## src/rtl/counter_arbiter.sv

```systemverilog
// counter_arbiter: round-robin arbiter that lends one shared external counter
// to NUM_REQ requesters. A winner gets its counter cleared, then counted up to
// its latched terminal value. Completion raises done; a counter overflow raises
// err. If the requester drops its request, or reset is asserted, the run is
// abandoned without a pulse.
module counter_arbiter #(
  parameter int NUM_REQ = 3,
  parameter int CNT_W   = 4
) (
  input  logic                     clk,
  input  logic                     reset,
  input  logic [NUM_REQ-1:0]       req,
  input  logic [NUM_REQ*CNT_W-1:0] len,
  output logic [NUM_REQ-1:0]       gnt,
  output logic [NUM_REQ-1:0]       done,
  output logic                     err,
  output logic                     busy,
  output logic                     cnt_reset,
  output logic                     cnt_enable,
  input  logic [CNT_W-1:0]         cnt_value,
  input  logic                     cnt_overflow
);

  localparam int OW = (NUM_REQ > 1) ? $clog2(NUM_REQ) : 1;

  typedef enum logic [1:0] {S_IDLE, S_CLEAR, S_RUN, S_DONE} state_e;

  state_e           state_q, state_d;
  logic [OW-1:0]    last_q, last_d;      // current owner while busy, last owner when idle
  logic [CNT_W-1:0] target_q, target_d;
  logic             abort_q, abort_d;

  logic             pick_found;
  logic [OW-1:0]    pick_idx;
  int               k;
  logic             owner_req;
  logic [NUM_REQ-1:0] owner_oh;

  assign owner_req = req[last_q];
  assign owner_oh  = {{(NUM_REQ-1){1'b0}}, 1'b1} << last_q;

  // Round-robin search starting one past the previous owner, wrapping around.
  always_comb begin
    pick_found = 1'b0;
    pick_idx   = last_q;
    k          = 0;
    for (int i = 1; i <= NUM_REQ; i++) begin
      k = (int'(last_q) + i) % NUM_REQ;
      if (!pick_found && req[OW'(k)]) begin
        pick_found = 1'b1;
        pick_idx   = OW'(k);
      end
    end
  end

  // Next-state and output decode.
  always_comb begin
    state_d    = state_q;
    last_d     = last_q;
    target_d   = target_q;
    abort_d    = abort_q;
    gnt        = '0;
    done       = '0;
    err        = 1'b0;
    busy       = 1'b1;
    cnt_reset  = 1'b0;
    cnt_enable = 1'b0;
    case (state_q)
      S_IDLE: begin
        busy = 1'b0;
        if (pick_found) begin
          last_d   = pick_idx;
          target_d = len[pick_idx*CNT_W +: CNT_W];
          abort_d  = 1'b0;
          state_d  = S_CLEAR;
        end
      end
      S_CLEAR: begin
        gnt       = owner_oh;
        cnt_reset = 1'b1;
        state_d   = owner_req ? S_RUN : S_IDLE;
      end
      S_RUN: begin
        gnt        = owner_oh;
        cnt_enable = (cnt_value != target_q);
        // Withdrawal beats overflow, which beats normal completion.
        if (!owner_req) begin
          state_d = S_IDLE;
        end else if (cnt_overflow) begin
          abort_d = 1'b1;
          state_d = S_DONE;
        end else if (cnt_value == target_q) begin
          state_d = S_DONE;
        end
      end
      S_DONE: begin
        gnt     = owner_oh;
        done    = abort_q ? '0 : owner_oh;
        err     = abort_q;
        state_d = S_IDLE;
      end
      default: state_d = S_IDLE;
    endcase
  end

  // State registers; reset leaves the last owner at the top index, so the
  // first search after reset begins at requester 0.
  always_ff @(posedge clk or posedge reset) begin
    if (reset) begin
      state_q  <= S_IDLE;
      last_q   <= OW'(NUM_REQ - 1);
      target_q <= '0;
      abort_q  <= 1'b0;
    end else begin
      state_q  <= state_d;
      last_q   <= last_d;
      target_q <= target_d;
      abort_q  <= abort_d;
    end
  end

endmodule

```

## config.mk

```make
export PLATFORM = sky130hd
export DESIGN_NAME = counter_arbiter
export DESIGN_NICKNAME = d
export VERILOG_FILES = /design/src/rtl/counter_arbiter.sv
export SDC_FILE = /design/constraint.sdc
export NUM_CORES = 1
export LEC_CHECK = 0
export BUFFER_PORTS_ARGS = -buffer_cell sky130_fd_sc_hd__buf_2
export CORE_AREA = 2 2 47 49
export CTS_CLUSTER_SIZE = 30
export DETAILED_ROUTE_END_ITERATION = 10
export DIE_AREA = 0 0 49 51
export GPL_ROUTABILITY_DRIVEN = 0
export GPL_TIMING_DRIVEN = 1
export HOLD_SLACK_MARGIN = 0.06
export PLACE_DENSITY_LB_ADDON = 0.08
export REMOVE_ABC_BUFFERS = 1
export SYNTH_ARGS = -nofsm -noshare
export SYNTH_HDL_FRONTEND = slang
export SYNTH_SLANG_ARGS = --single-unit
```

## constraint.sdc

```tcl
create_clock -name clk -period 4.3 [get_ports clk]
set_input_delay 0.645 -clock clk [delete_from_list [all_inputs] [get_ports clk]]
set_output_delay 0.645 -clock clk [all_outputs]
set_load 0.01 [all_outputs]
```

==> impl_metrics.ini <==
[global_route]
first_global_vias = 734
grt_pass1_wl_mm = 3.24
grt.total_usage_pct = 16.1
grt_max_degree = 10
grt_overflow = 0
antenna_found_initial = 0

[logic_synthesis]
synthTopCellsByCount = dfrtp_1 (8), nand2_1 (8), mux2i_1 (7)
yosysSeqAreaShare_pct = 26.0
synth_largest_area_cell = dfrtp_1
synth_area_leaders = dfrtp_1 (23%), mux2i_1 (8.1%), ha_1 (7.2%)
synthDistinctLibCells = 40
synth.avg_cell_area_um2 = 9.06
synth_cells = 96
synth_top_cell_area_share_pct = 23.0
synth_edf_count = 0
async_flop_share_pct = 100
synth_compound_area_share_pct = 20.6
synthesis.area_um2 = 870
synthMuxAreaShare_pct = 11.1
synth_top_family_by_area = simple AND/OR/NAND/NOR gates
synthFlopType = dfrtp_1
ys_seq_elements = 9
synthAdderAreaFrac_pct = 7.19
synth_xor_area_share_pct = 4.03
yosys.area_share.simple_pct = 27.9
ys_warn_count = 0

[setup_path]
worstPathMaxFanout = 5
cp-start-kind = flip-flop
ff2ff_setup_slack_ns = 1.48
cp.arrival_ns = 3.01
crit_type = flip-flop to flip-flop
crit_required_ns = 4.48
cp-end-kind = flip-flop
reg2reg_to = last_q[1]
timing.rr.start = last_q[1]
rr_worst_depth = 8

[placed_design]
dp_cells = 153
dp_slack_ns = 1.54
dpl.hpwl_mm = 1.52
place_area_um2 = 1050
io_buffers = 31

[sta]
worst-slew-pin-transition_ns = 0.475
final-setup-viol-count = 0
maxSlewViolCount = 0
layout_min_cycle_time_ns = 2.82
finalSetupTns_ns = 0
rsz0062_at_grt = false
maxSlewHeadroom_pct = 68.0
finalHoldViolCount = 0
finalCritPeriodShare_pct = 65.7
worst_slack_ns = 1.48
fin_skew_ns = 0.00108
clock.fmax_mhz = 354

[clock_tree]
cts_root_buffer = clkbuf_4
cts_tree = done
clock_path_buffers = 2
ctsHoldBuffers = 0
cts_buffers = 3
htree_levels = 1
cts.repair.resized = 0
cts_setup_buffers = 0
cts.clk_slew.worst_paths_ns = 0.06
clock_sinks = 9
clk_latency_ns = 0.25

[detailed_routing]
antenna_left = 0
vias = 796
routedWlPerCell_um = 12.0
drtIter0Drc = 15
drtPass1Iterations = 4
viasPerCell = 5.07
wl_mm = 1.88
drc = 0

[floorplanning]
die_y_um = 51
io_pins = 32
coreArea_um2 = 2060
floorplan.die_area_um2 = 2500
rows = 17
die_x_um = 49
start_util_pct = 42.1

[layout]
drive_gt1_share_pct = 33.3
diodes = 0
multi_input_area_um2 = 616
synthToLayoutAreaGrowth_pct = 23.5
fin_nets = 157
instances_no_fill = 157
fillerInstances = 212
seqCellArea_um2 = 226
finalInstanceArea_um2 = 1070

[power]
power.density_nw_per_um2 = 857
vdd_drop_max_v = 0.000425
switchingPower_uw = 432
power_frac_clock_pct = 7.0
switching_share_pct = 47.0
intPower_uw = 487
combPwrFrac_pct = 73.3
p_leak_nw = 0.548
power_frac_seq_pct = 19.7

[hold_path]
hold_path_class = input pin to async pin

[run]
maxCapViolations = 0

[status]
status = finished clean
[power by group through the flow]
| stage | combinational (mW) | clock [mW] | sequential [mW] |
|---|---|---|---|
| after floorplan | 0.544 | 0 | 0.171 |
| after global routing | 0.755 | 0.0723 | 0.189 |
| after detailed placement | 0.677 | 0 | 0.183 |
| after CTS | 0.680 | 0.0661 | 0.181 |
| final | 0.674 | 0.0643 | 0.181 |
| after global placement | 0.675 | 0 | 0.182 |
[state kept, by name (all words and copies together), names as in the netlist]
signal	count
last_q	2
abort_q	1
target_q	4
state_q	2
[per-layer routing]
| layer | GRT usage [%] | part of all wire, % |
|---|---|---|
| met2 | 26.0 | 43 |
| met5 | 0 | 0 |
| met3 | 1.75 | 4.5 |
| met4 | 2.86 | 0 |
| met1 | 23.5 | 53 |
[placed cells by master (no fill, tap or decap), types with 2 or more instances in the layout]
master,Yosys,routed
buf_2,1,31
xor2_1,4,4
nand2_1,8,8
o211ai_1,5,5
o21a_1,3,3
mux2i_1,7,7
a21oi_1,2,2
nor2_1,5,5
o21ai_0,3,3
nor2b_1,6,6
inv_1,4,4
ha_1,5,5
and2_1,5,5
nand3_1,4,4
dfrtp_1,8,8
nor4_1,2,2
clkbuf_4,0,3
[critical path, stage by stage, from the launching register on]
cell and delay [ns]:
dfstp_2 0.58, inv_1 0.12, ha_1 0.29, mux2_4 0.35
a22o_4 0.28, nor4_1 0.47, a22o_1 0.33, or2_4 0.18
a21boi_1 0.15
[through the flow]
stage	total power [mW]	hold WS, ns	utilization (%)
finish	0.920	0.343	52.0
global route	1.02	0.381	52.0
CTS	0.927	0.361	52.0
detailed placement	0.860	0.514	50.8
global placement	0.857	0.510	50.8
floorplan	0.715	0.472	-
[logic make-up after synthesis]
family,count (synthesis)
adder cells (fa/ha/maj),5
AND/OR/NAND/NOR,40
buffers and inverters,6
AO/OA/AOI/OAI,23
multiplexers,9
flip-flops,9
XOR/XNOR,4
[how the worst max path moves through the flow]
stage / from / cells past startpoint / to
floorplan: last_q[1] / 8 / target_q[0]
global placement: last_q[1] / 8 / last_q[1]
detailed placement: last_q[1] / 8 / last_q[1]
CTS: last_q[1] / 8 / last_q[1]
global route: last_q[1] / 8 / target_q[3]
finish: last_q[1] / 8 / last_q[1]
[cell type report]
type,instances,area share (%)
timing repair buffer,31,14.5
tap,28,3.26
inverter,4,1.40
sequential,9,21.1
multi-input combinational,81,57.3
clock buffer,4,2.45
Power figures use the tool's default switching activity.
